`config.mk`:
```
export PLATFORM = sky130hd
export DESIGN_NAME = seq_scan_ctrl_flat
export DESIGN_NICKNAME = d
export VERILOG_FILES = /design/src/rtl/seq_scan_ctrl_if.sv /design/src/rtl/seq_scan_ctrl.sv /design/src/flat_wrapper.sv
export SDC_FILE = /design/constraint.sdc
export NUM_CORES = 1
export LEC_CHECK = 0
export CORE_MARGIN = 5
export CORE_UTILIZATION = 50
export CTS_BUF_LIST = sky130_fd_sc_hd__clkbuf_16
export CTS_CLUSTER_DIAMETER = 30
export DETAILED_ROUTE_END_ITERATION = 10
export PLACE_DENSITY = 0.85
export SYNTH_ARGS = -nofsm -noshare
export SYNTH_HDL_FRONTEND = slang
export SYNTH_SLANG_ARGS = --single-unit
```
`constraint.sdc`:
```
create_clock -name clk -period 4 [get_ports clk]
set_input_delay 1.2 -clock clk [delete_from_list [all_inputs] [get_ports clk]]
set_output_delay 1.2 -clock clk [all_outputs]
set_load 0.02 [all_outputs]
```
`src/rtl/seq_scan_ctrl_if.sv`:
```
`default_nettype none
// +-----------------------------------------------------------------------+
// | seq_scan_ctrl_if : word-side valid/ready bundle for seq_scan_ctrl      |
// | Revision: 1.0                                                         |
// +-----------------------------------------------------------------------+
interface seq_scan_ctrl_if #(
    parameter int WIDTH = 8
) ();
    logic             in_valid;
    logic [WIDTH-1:0] in_data;
    logic             in_ready;

    modport master (
        output in_valid,
        output in_data,
        input  in_ready
    );

    modport slave (
        input  in_valid,
        input  in_data,
        output in_ready
    );
endinterface
`default_nettype wire

```
`src/rtl/seq_scan_ctrl.sv`:
```
`default_nettype none
// +-----------------------------------------------------------------------+
// | seq_scan_ctrl : word-to-serial shifter with overlapping 4-bit Mealy    |
// | pattern detector, saturating match counter and sticky threshold irq.  |
// | Revision: 1.0                                                         |
// +-----------------------------------------------------------------------+
module seq_scan_ctrl #(
    parameter int WIDTH = 8,
    parameter int CNT_W = 8
) (
    input  wire logic             clk,
    input  wire logic             reset,
    input  wire logic [3:0]       cfg_pattern,
    input  wire logic [CNT_W-1:0] cfg_thresh,
    seq_scan_ctrl_if.slave        word_if,
    output logic                  bit_out,
    output logic                  bit_valid,
    output logic                  match,
    output logic [CNT_W-1:0]      match_cnt,
    output logic                  irq,
    input  wire logic             irq_clr,
    output logic                  busy
);

    localparam int             IDX_W    = (WIDTH > 2) ? $clog2(WIDTH) : 1;
    localparam logic [IDX_W-1:0] LAST_IDX = IDX_W'(WIDTH - 1);
    localparam logic [CNT_W-1:0] CNT_MAX  = {CNT_W{1'b1}};

    typedef enum logic [0:0] {
        ST_IDLE  = 1'b0,
        ST_SHIFT = 1'b1
    } state_t;

    state_t             state_q, state_d;
    logic [WIDTH-1:0]   shift_q, shift_d;
    logic [IDX_W-1:0]   idx_q,   idx_d;
    logic [3:0]         pat_q,   pat_d;
    logic [2:0]         hist_q,  hist_d;
    logic [1:0]         hcnt_q,  hcnt_d;
    logic [CNT_W-1:0]   cnt_q,   cnt_d;
    logic               irq_q,   irq_d;

    logic               last_bit;
    logic               ready;
    logic               accept;
    logic [CNT_W-1:0]   cnt_base;
    logic               irq_set;

    always_ff @(posedge clk or negedge reset) begin
        if (!reset) begin
            state_q <= ST_IDLE;
            shift_q <= '0;
            idx_q   <= '0;
            pat_q   <= '0;
            hist_q  <= '0;
            hcnt_q  <= '0;
            cnt_q   <= '0;
            irq_q   <= 1'b0;
        end else begin
            state_q <= state_d;
            shift_q <= shift_d;
            idx_q   <= idx_d;
            pat_q   <= pat_d;
            hist_q  <= hist_d;
            hcnt_q  <= hcnt_d;
            cnt_q   <= cnt_d;
            irq_q   <= irq_d;
        end
    end

    assign last_bit  = (idx_q == LAST_IDX);
    assign ready     = (state_q == ST_IDLE) || ((state_q == ST_SHIFT) && last_bit);
    assign accept    = word_if.in_valid && ready;
    assign bit_valid = (state_q == ST_SHIFT);
    assign bit_out   = bit_valid && shift_q[WIDTH-1];
    assign busy      = bit_valid;
    assign match     = bit_valid && (hcnt_q == 2'd3) && ({hist_q, bit_out} == pat_q);

    assign word_if.in_ready = ready;
    assign match_cnt        = cnt_q;
    assign irq              = irq_q;

    always_comb begin
        state_d = state_q;
        shift_d = shift_q;
        idx_d   = idx_q;
        pat_d   = pat_q;
        case (state_q)
            ST_IDLE: begin
                if (accept) begin
                    state_d = ST_SHIFT;
                    shift_d = word_if.in_data;
                    idx_d   = '0;
                    pat_d   = cfg_pattern;
                end
            end
            ST_SHIFT: begin
                shift_d = shift_q << 1;
                idx_d   = idx_q + 1'b1;
                if (last_bit) begin
                    idx_d = '0;
                    if (accept) begin
                        shift_d = word_if.in_data;
                        pat_d   = cfg_pattern;
                    end else begin
                        state_d = ST_IDLE;
                    end
                end
            end
            default: state_d = ST_IDLE;
        endcase
    end

    // History survives word boundaries and idle gaps so overlaps span words.
    always_comb begin
        hist_d = hist_q;
        hcnt_d = hcnt_q;
        if (bit_valid) begin
            hist_d = {hist_q[1:0], bit_out};
            if (hcnt_q != 2'd3) begin
                hcnt_d = hcnt_q + 2'd1;
            end
        end
    end

    // A clear zeroes the base first, so a coincident match lands at 1.
    always_comb begin
        cnt_base = irq_clr ? '0 : cnt_q;
        cnt_d    = cnt_base;
        if (match && (cnt_base != CNT_MAX)) begin
            cnt_d = cnt_base + 1'b1;
        end
        irq_set = match && (cfg_thresh != '0) && (cnt_d == cfg_thresh);
        irq_d   = irq_set || (irq_q && !irq_clr);
    end

endmodule
`default_nettype wire

```
`src/flat_wrapper.sv`:
```
// flat-port wrapper written by rule: the top's interface ports become plain ports
module seq_scan_ctrl_flat 
#(
    parameter int WIDTH = 8,
    parameter int CNT_W = 8
)
  (clk, reset, cfg_pattern, cfg_thresh, bit_out, bit_valid, match, match_cnt, irq, irq_clr, busy, word_if_in_valid, word_if_in_data, word_if_in_ready);
  seq_scan_ctrl_if #(.WIDTH(WIDTH)) word_if_i ();
  input  wire logic clk;
  input  wire logic reset;
  input  wire logic [3:0] cfg_pattern;
  input  wire logic [CNT_W-1:0] cfg_thresh;
  output logic bit_out;
  output logic bit_valid;
  output logic match;
  output logic [CNT_W-1:0] match_cnt;
  output logic irq;
  input  wire logic irq_clr;
  output logic busy;
  input wire logic [$bits(word_if_i.in_valid)-1:0] word_if_in_valid;
  input wire logic [$bits(word_if_i.in_data)-1:0] word_if_in_data;
  output wire logic [$bits(word_if_i.in_ready)-1:0] word_if_in_ready;
  assign word_if_i.in_valid = word_if_in_valid;
  assign word_if_i.in_data = word_if_in_data;
  assign word_if_in_ready = word_if_i.in_ready;
  seq_scan_ctrl #(.WIDTH(WIDTH), .CNT_W(CNT_W)) u_core (.clk(clk), .reset(reset), .cfg_pattern(cfg_pattern), .cfg_thresh(cfg_thresh), .word_if(word_if_i), .bit_out(bit_out), .bit_valid(bit_valid), .match(match), .match_cnt(match_cnt), .irq(irq), .irq_clr(irq_clr), .busy(busy));
endmodule
```
# --- Word-level counts from Yosys, hierarchy flattened ---
# Cells that the tools add are included.
totals:
  register_bits: 30
  latchBits: 0
  mem_bits_rw: 0
  romBits: 0
  inputBits: 24
  out_inout_bits: 14
  wordCells: 49
  mem_count: 0
op_classes:
  add_sub_neg: 3
  multipliers: 0
  div: 0
  order_cmp: 0
  n_eq_ne: 8
  n_shift: 0
  muxes: 15
  bitwise_logic: 1
  n_reduce_logical: 14
ops:
  columns: ["cell", "count"]
  rows:
  - ["$mux W8", 5]
  - ["$pmux W8 S2", 1]
  - ["$logic_and A1 B1 Y1", 9]
  - ["$add A8 B1 Y8 const B", 1]
  - ["$eq A8 B8 Y1", 1]
  - ["$mux W4", 2]
  - ["$ne A8 B8 Y1 const B", 1]
  - ["$pmux W4 S2", 1]
  - ["$reduce_bool A8 Y1", 1]
  - ["$mux W3", 2]
  - ["$pmux W3 S2", 1]
  - ["$eq A4 B4 Y1", 1]
  - ["$ne A2 B2 Y1 const B", 2]
  - ["$add A3 B1 Y3 const B", 1]
  - ["$eq A3 B3 Y1 const B", 1]
  - ["$add A2 B1 Y2 const B", 1]
  - ["$eq A2 B2 Y1 const B", 1]
  - ["$logic_or A1 B1 Y1", 2]
  - ["$mux W1", 2]
  - ["$ne A2 B1 Y1 const B", 1]
  - ["$pmux W1 S2", 1]
  - ["$reduce_and A2 Y1", 1]
  - ["$logic_not A1 Y1", 1]
  - ["$not A1 Y1", 1]

# --- Longest topological paths before layout ---
# Gate-level depths: netlist of the first run.
logic_depth:
  depth_word: 8
  ltp_mapped: 10
  ltp_nobuf: 9

# --- Least setup slack after synthesis of the first run ---
# No wires, ideal clock.
synth_timing:
  path_kind: "input port to flip-flop"
  startpoint: "input irq_clr"
  endpoint: "register u_core.irq_q, in the netlist u_core.irq"
  setup_time_ps: 96
  t_arrival_ps: 3253
  required_ps: 3904
  path_slack_ps: 652
  path_stages: 9
  path_buffers: 0
  path_cell_list: "nor2b_1 ha_1 nand4b_1 o2111ai_1 nor4_2 xor2_1 a21o_1 a211o_1 o32ai_2"
synth_between:
  elab_chain_len: 7
  word_cells_on_any_way: 10
  cone_classes: "add/sub (1); eq/ne (2); mux (2); reduce/logical (5)"
synth_rtl:
  columns: ["element", "line", "source"]
  rows:
  - ["start, declared", "flat_wrapper.sv:18", "input wire logic irq_clr;"]
  - ["parallel branches: the longest is 6 deep, another holds $add A8 B1 Y8", null, null]
  - ["$logic_or A1 B1 Y1 *", "seq_scan_ctrl.sv:134", "irq_d = irq_set || (irq_q && !irq_clr);"]
  - ["named net u_core.irq_d", "seq_scan_ctrl.sv:41", "logic irq_q, irq_d;"]
  - ["end signal, assigned", "seq_scan_ctrl.sv:67", "irq_q <= irq_d;"]
  - ["end, declared", "seq_scan_ctrl.sv:41", null]
# Mark *: on every way through the listed nets, which the timed path passes.
# A chain may end at the register's enable or synchronous reset.

# --- Final worst setup path of the first run ---
layout_timing:
  startpoint: "register u_core.hcnt_q[0]"
  endpoint: "output match"
layout_between:
  elab_chain_len: 3
layout_rtl:
  columns: ["element", "line", "source"]
  rows:
  - ["start, declared", "seq_scan_ctrl.sv:39", "logic [1:0] hcnt_q, hcnt_d;"]
  - ["start signal, assigned", "seq_scan_ctrl.sv:65", "hcnt_q <= hcnt_d;"]
  - ["$eq A2 B2 Y1", "seq_scan_ctrl.sv:77", "assign match = bit_valid && (hcnt_q == 2'd3) && ({hist_q, bit_out} == pat_q);"]
  - ["$logic_and A1 B1 Y1 (2 in a row)", "seq_scan_ctrl.sv:77", null]
  - ["end, declared", "flat_wrapper.sv:15", "output logic match;"]
# No other way between the ends.

==> results summary, run 1 <==
TritonCTS created 5 clock buffers. For this design the static power due to leakage is a little over 1 nW. The final critical-path setup slack is approximately 0.38 ns. The number of placed instances, taps included is approximately 270. The wire-length estimate of the detail-placed layout is around 2.9 mm. The switching part of the total power came out at 33.0%. The number of setup violations in the final report came out at 0.

The register cell area after layout came out at approximately 750 µm². The count of nets left with antenna violations after detail routing came out at 0. The pin slew with the least headroom to its limit came out at 0.643 ns. The combinational power share is roughly 37%. The worst setup path is launched from a flop. The worst setup path is captured at an output pin. The peak supply drop came out at about 0.42 mV. Setup repair after global routing left no endpoint under its margin.

The total power came out at 1.29 mW. The kind of cell adding the most delay to the critical path is simple AND/OR/NAND/NOR gates. From synthesis to final layout, the design area changed by 32.1%. The arrival time of the worst setup path is 2.42 ns. The placer congestion estimate came out at roughly 0.9. The cell depth of the worst setup path is 5. The post-route cell area came out at between 0.002 and 0.0025 mm². The clock transition at the registers of the reported paths came out at 0.05 ns. The initial core utilization came out at ~53%. The number of antenna violations at the first check in global routing is 0.

The detailed-route vias per instance came out at 5.51. The final antenna diode count is 0. The placeable core area came out at approximately 0.0034 mm².

The depth of the CTS H-tree came out at 2. Summed over all failing endpoints, the final setup total negative slack is 0 ns. The maximum number of pins on one net before global-route repair came out at 31. Dividing the detail-routed wire length by the instance count gives between 10 and 15 µm. The global-route wire length before repair came out at 6.95 mm. The die is 69.7 µm wide. The highest attainable clock frequency is ~280 MHz. The peak per-stage delay on the critical path is about 0.7 ns.

The sequential power share is 36.4%. TritonCTS built the clock tree. The total routing resource utilization after global routing came out at between 10% and 20%. For this design, the slowest cell found on the critical path is sky130_fd_sc_hd__clkdlybuf4s50_1.

The via count of the first global-routing pass came out at between 1.5k and 2k. The peak fanout along the critical path came out at 6. The sequential element share of the synthesized area came out at 42.1%.

The path class of the tightest hold or removal check is reg2reg. The final-report max-slew violation count is 0. The number of buffers and inverters on the critical path is 1. The number of maximum-capacitance violations came out at 0.

The cell depth of the worst min-delay path came out at 1. The smallest hold slack came out at between 0.5 and 0.6 ns. The latest clock arrival within the worst-skew pair came out at roughly 0.27 ns.

Measured on the finished design, the core utilization comes to 69.4%. Counting every sink on the clock net gives 30. The count of final hold-check violations came to 0.

The hold buffer count at cts came out at 0. The internal power of the cells totals approximately 870 µW. The starting DRC count in detailed routing came out at slightly below 90. The number of cells on the worst reg-to-reg path came out at 8. Timing analysis after detailed placement gives a worst setup slack of 0.274 ns. The time the worst path needs with I/O delays and setup is roughly 3.6 ns. 38 I/O pins were placed.

After the flow finishes, the layout carries non-filler instances totaling about 280. The post-route netlist has between 10% and 20% of its cells at a drive strength greater than 1. The type of the worst setup path is reg2out. Of the total power, the clock network draws between 20% and 30%. After synthesis, the cell types taking the most area are sky130_fd_sc_hd__dfrtp_1, sky130_fd_sc_hd__mux2_2, sky130_fd_sc_hd__xor2_1. The gate count after technology mapping came out at 188.

The tree is rooted in a sky130_fd_sc_hd__clkbuf_16. The register bit total from synthesis is 30. For this run, design rule violations remaining after detail routing come to 0. The die height is around 70 µm. The count of port buffers added during placement is 37. The biggest area contributor in the post-synthesis netlist is sky130_fd_sc_hd__dfrtp_1. For this block, the routed nets add up to a little over 4 mm of wire. The total via count in the routed design came out at roughly 1.5k. Counting the fill cells in the layout gives 259. The count of unique library cells instantiated by Yosys is about 40. Yosys printed 0 warnings. The max-slew headroom at the worst pin is a little under three fifths. The share of the cycle needed by the critical path after routing is 90.6%. The post-synth design cell area came out at ~0.0018 mm². The area share of the leading cell type in the synthesized netlist is between 40% and 50%. The setup check on the worst reg-to-reg path leaves a slack of approximately 1.4 ns. The placed cell area came out at between 0.002 and 0.0025 mm².

Data on the critical path is required at its endpoint by between 2 and 3 ns. The areal power density over the cells is approximately 550 mW/mm². The flow ran to the end, and the final reports show no timing, DRC or antenna violations. Walking the worst path, the cells encountered are ha_1, nand2_1, or4_4, nor2_1, clkdlybuf4s50_1. The total iterations of the first detailed-routing run came out at 4. The total global routing overflow is 0.

The number of resized instances in the post-cts repair step came out at 0. The number of post-CTS setup repair buffers is 0. The final worst clock skew is ~0.0047 ns. In this run the deepest clock path goes through 2 buffers.

The reported net switching power is 426 µW. The number of nets in the finished design came out at roughly 260. The average instance in the mapped netlist occupies around 9.5 µm². Summing all multi-input logic gate instances after layout gives around 920 µm². The net count after synthesis came out at 216. The site row count is 21. The area of the die came out at 0.00486 mm².
-- state kept, by name (all words and copies together), names as in the netlist --
name	cells
u_core.hist_q	3
u_core.match_cnt	8
u_core.irq	1
u_core.pat_q	4
u_core.idx_q	3
u_core.hcnt_q	2
u_core.bit_valid	1
u_core.shift_q	8
-- cells in the final DEF, fill, tap and decap left out, drive strengths merged, types with 3 or more instances in the layout --
master / instances
clkdlybuf4s50: 37
dfrtp: 30
nor2: 17
inv: 16
a21oi: 11
xor2: 10
mux2: 10
nand2: 9
o22ai: 9
a31oi: 8
buf: 8
nand3: 7
o21ai: 6
xnor2: 5
nand2b: 5
clkbuf: 5
ha: 4
nor2b: 3
mux2i: 3
or4: 3
nor4: 3
-- area by class of cell --
class	instances	share of cell area, %
timing repair buffer	45	18.3
sequential	30	31.9
tap	46	2.45
inverter	15	2.39
multi-input combinational	132	39.1
clock buffer	5	5.32
clock inverter	3	0.532
-- power groups by stage --
stage / Clock (mW) / Combinational, mW / Sequential, mW
floorplan: 0 / 0.346 / 0.462
global placement: 0 / 0.455 / 0.469
detailed placement: 0 / 0.467 / 0.470
CTS: 0.353 / 0.477 / 0.469
global route: 0.371 / 0.523 / 0.480
finish: 0.348 / 0.472 / 0.470
-- routing by layer --
layer / share of wire [%] / global-route usage, % / vias to the layer above
met5: 0 / 0 / -
met4: 1.8 / 5.96 / 0
li1: - / - / 751
met3: 5.6 / 5.94 / 8
met1: 43 / 19.9 / 718
met2: 49 / 30.4 / 45
-- worst register-to-register path, cell delays in order, from the launching register on --
cell                      delay [ns]
sky130_fd_sc_hd__dfrtp_1        0.37
sky130_fd_sc_hd__ha_1           0.18
sky130_fd_sc_hd__nand2_1        0.06
sky130_fd_sc_hd__or4_4          0.58
sky130_fd_sc_hd__or4_1          0.49
sky130_fd_sc_hd__a21oi_1        0.24
sky130_fd_sc_hd__xor2_1         0.10
sky130_fd_sc_hd__a211o_1        0.28
sky130_fd_sc_hd__o32ai_2        0.24
-- cell families after synthesis --
kind of cell | count (synthesis) | synth area share [%]
buf+inv | 26 | 6.18
compound gates | 46 | 17.3
mux | 13 | 8.22
xor+xnor | 15 | 7.37
simple gates | 54 | 16.0
flops | 30 | 42.1
fa+ha+maj | 4 | 2.81
-- final timing paths --
kind	from	to
max	u_core.hcnt_q[0]	match
min	u_core.hcnt_q[0]	u_core.hcnt_q[0]
max reg2reg	u_core.hcnt_q[0]	u_core.irq
min reg2reg	u_core.hcnt_q[0]	u_core.hcnt_q[0]
max in group asynchronous	reset	u_core.pat_q[3]
min in group asynchronous	reset	u_core.irq
-- synth_stat cells --
library cell and count:
sky130_fd_sc_hd__or4_4 1, sky130_fd_sc_hd__a211o_1 1, sky130_fd_sc_hd__o32ai_2 1, sky130_fd_sc_hd__a2111oi_0 1
sky130_fd_sc_hd__o21ai_0 6, sky130_fd_sc_hd__nor2b_1 3, sky130_fd_sc_hd__or3_1 1, sky130_fd_sc_hd__or4_1 2
sky130_fd_sc_hd__ha_1 4, sky130_fd_sc_hd__xor2_1 10, sky130_fd_sc_hd__nor3_1 1, sky130_fd_sc_hd__mux2_4 1
sky130_fd_sc_hd__o221a_2 1, sky130_fd_sc_hd__buf_4 1, sky130_fd_sc_hd__nand4_1 2, sky130_fd_sc_hd__a21oi_1 11
sky130_fd_sc_hd__o22ai_1 9, sky130_fd_sc_hd__mux2i_1 3, sky130_fd_sc_hd__nor4_2 2, sky130_fd_sc_hd__clkbuf_1 6
sky130_fd_sc_hd__nand4b_1 1, sky130_fd_sc_hd__a2bb2oi_2 1, sky130_fd_sc_hd__mux2_2 9, sky130_fd_sc_hd__a22o_1 2
sky130_fd_sc_hd__xnor2_1 5, sky130_fd_sc_hd__o31ai_1 1, sky130_fd_sc_hd__buf_2 1, sky130_fd_sc_hd__nand2b_1 5
sky130_fd_sc_hd__o2111ai_1 1, sky130_fd_sc_hd__nor2_1 17, sky130_fd_sc_hd__o211ai_1 2, sky130_fd_sc_hd__and2_1 2
sky130_fd_sc_hd__a31oi_1 8, sky130_fd_sc_hd__nor4_1 1, sky130_fd_sc_hd__nand3_1 7, sky130_fd_sc_hd__a21o_1 1
sky130_fd_sc_hd__inv_1 15, sky130_fd_sc_hd__dfrtp_1 30, sky130_fd_sc_hd__buf_1 2, sky130_fd_sc_hd__nand2_1 9
sky130_fd_sc_hd__buf_6 1
(Power assumes the default switching activity.)
==> run 2: changes to the inputs <==
--- a/config.mk
+++ b/config.mk
@@ -9,6 +9,7 @@
 export CORE_UTILIZATION = 50
 export CTS_BUF_LIST = sky130_fd_sc_hd__clkbuf_16
 export CTS_CLUSTER_DIAMETER = 30
+export CTS_CLUSTER_SIZE = 20
 export DETAILED_ROUTE_END_ITERATION = 10
 export PLACE_DENSITY = 0.85
 export SYNTH_ARGS = -nofsm -noshare
==> constraint.sdc (replaced) <==
create_clock -name clk -period 4.6 [get_ports clk]
set_input_delay 1.38 -clock clk [delete_from_list [all_inputs] [get_ports clk]]
set_output_delay 1.38 -clock clk [all_outputs]
set_load 0.02 [all_outputs]
==> results summary, run 2 (synthesis gave the netlist of run 1 again) <==
Result of the run: completed (unchanged). The placer congestion estimate is 0.907 (was 0.879). The placed cell area was 0.00218 mm² (was 0.00222 mm²). The global-route wire length before repair is 7.04 mm (was 6.95 mm).

In the finished design, the share of the clock period the worst path needs comes to about 88%. The final antenna diode count came out at 0 (unchanged). The starting DRC count in detailed routing was 167 (was 89). The depth of the CTS H-tree came to 2 (unchanged).

The area of the die is 0.00486 mm² (unchanged). The number of nets in the finished design came to 252 (was 257). The share of cells above drive strength 1 is 11.1% (was 13.0%).

The post-route cell area is 0.00232 mm² (was 0.00235 mm²). The cell chosen for the clock root was sky130_fd_sc_hd__clkbuf_16 (unchanged). The clock transition at the registers of the reported paths came out at 0.05 ns (about the same). The total routing resource utilization after global routing came out at 17.9% (was 17.5%). The initial core utilization is 52.6% (unchanged). The sort of element at the start of the critical path was an input port (was flop). The CTS tree was built (unchanged).

The DRC violations left is 0 (unchanged). The final wirelength is 4.16 mm (was 4.05 mm). Most frequent cells in the layout: sky130_fd_sc_hd__clkdlybuf4s50_1, sky130_fd_sc_hd__dfrtp_1, sky130_fd_sc_hd__nor2_1 (unchanged). The final worst clock skew came out at 0.00430 ns (was 0.00467 ns).

The detailed-route vias per instance is 5.65 (was 5.51). The count of final hold-check violations came out at 0 (unchanged). The site row count came out at 21 (unchanged). Setup repair after global routing missed its margin: no (unchanged).

The total leakage power is 0.987 nW (was 1.01 nW). The count of port buffers added during placement came to 37 (unchanged). The worst-case clock buffer depth was 2 (unchanged). The accumulated negative setup slack came out at 0 ns (unchanged).

The total global routing overflow is 0 (unchanged). The arrival time of the worst setup path came to 4.22 ns (was 2.42 ns). The type of the worst setup path was in2reg (was reg2out). The number of resized instances in the post-cts repair step is 0 (unchanged). The count of nets left with antenna violations after detail routing came out at 0 (unchanged). The number of setup violations in the final report came to 0 (unchanged).

The max-slew headroom at the worst pin came out at 39.5% (was 57.0%). The total iterations of the first detailed-routing run came out at 4 (unchanged). The data required time at the worst endpoint came out at 4.78 ns (was 2.80 ns).

The die height came out at 69.7 µm (unchanged). The die boundary width is 69.7 µm (unchanged). The pin slew with the least headroom to its limit is 0.904 ns (was 0.643 ns).

The number of buffers created by CTS came out at 5 (unchanged). The areal power density over the cells is 484 mW/mm² (was 549 mW/mm²). Derived from the worst setup path, the maximum achievable clock frequency is 248 MHz.

The HPWL after detailed placement is 2.95 mm (was 2.94 mm). The final-report max-slew violation count came out at 0 (unchanged). The peak supply drop is 0.399 mV (was 0.416 mV). The routed wire length per instance is 15.4 µm (was 14.7 µm).

The critical path capture point type is a flop (was output pin). The worst hold path class is reg2reg (unchanged). The via count of the first global-routing pass is 1531 (was 1554). The latest clock arrival within the worst-skew pair came out at 0.28 ns (was 0.27 ns).

The most common library cell in the layout ignoring fill and taps is sky130_fd_sc_hd__clkdlybuf4s50_1 (unchanged). The number of maximum-capacitance violations is 0 (unchanged). The hold buffer count at cts is 0 (unchanged). The total via count in the routed design came out at 1530 (was 1522).

The area growth from synthesis to layout was 30.0% (was 32.1%). The peak fanout along the critical path came out at 6 (unchanged). The smallest hold slack came out at 0.500 ns (was 0.502 ns). The time the worst path needs with I/O delays and setup is between 4 and 5 ns. The maximum number of pins on one net before global-route repair was 31 (unchanged). The count of pins on the block boundary is 38 (unchanged). The number of post-CTS setup repair buffers came out at 0 (unchanged).

The total clock sinks is 30 (unchanged). The placeable core area was 0.00339 mm² (unchanged). The number of antenna violations at the first check in global routing came out at 0 (unchanged).
run 2: worst max-delay path: stages:
cell and delay (ns):
sky130_fd_sc_hd__clkdlybuf4s50_1 0.45, sky130_fd_sc_hd__nor2b_1 0.31, sky130_fd_sc_hd__ha_1 0.34, sky130_fd_sc_hd__nand4b_1 0.25
sky130_fd_sc_hd__o2111ai_1 0.47, sky130_fd_sc_hd__nor4_2 0.10, sky130_fd_sc_hd__xor2_1 0.18, sky130_fd_sc_hd__a21o_1 0.20
sky130_fd_sc_hd__a211o_1 0.30, sky130_fd_sc_hd__o32ai_2 0.25
run 2: report_power, final:
part           internal, mW  switching (mW)  leakage (nW)
logic                 0.208           0.200         0.544
clock network         0.195           0.111        0.0724
registers             0.347          0.0607         0.371
run 2: final cells by class:
class | count | area (µm²)
clock buffer | 5 | 125
clock inverter | 3 | 12.5
fill | 257 | 1070
inverter | 15 | 56.3
multi-input combinational | 132 | 921
sequential | 30 | 751
tap | 46 | 57.6
timing repair buffer | 40 | 393
run 2: through the flow:
stage	setup WS, ns	power, mW	cells	utilization, %
3_3_place_gp	0.474	0.804	263	64.3
6_report	0.566	1.12	271	68.3
2_1_floorplan	1.07	0.702	188	-
3_5_place_dp	0.347	0.821	263	64.3
4_1_cts	0.616	1.13	271	68.3
5_1_grt	0.447	1.20	271	68.3
run 2: final timing paths:
kind	start	cells past startpoint	end	slack [ns]
max	irq_clr	10	u_core.irq	0.57
min	u_core.hcnt_q[0]	1	u_core.hcnt_q[0]	0.50
max reg2reg	u_core.match_cnt[0]	9	u_core.irq	1.70
min reg2reg	u_core.hcnt_q[0]	1	u_core.hcnt_q[0]	0.50
max in group asynchronous	reset	2	u_core.hcnt_q[0]	2.82
min in group asynchronous	reset	2	u_core.irq	1.50
run 2: routing by layer:
metal | track usage (%) | vias up | routed length (µm)
li1 | - | 743 | -
met1 | 22.5 | 721 | 1880
met2 | 28.9 | 56 | 1930
met3 | 5.94 | 10 | 286
met4 | 6.17 | 0 | 57
met5 | 0 | - | 0
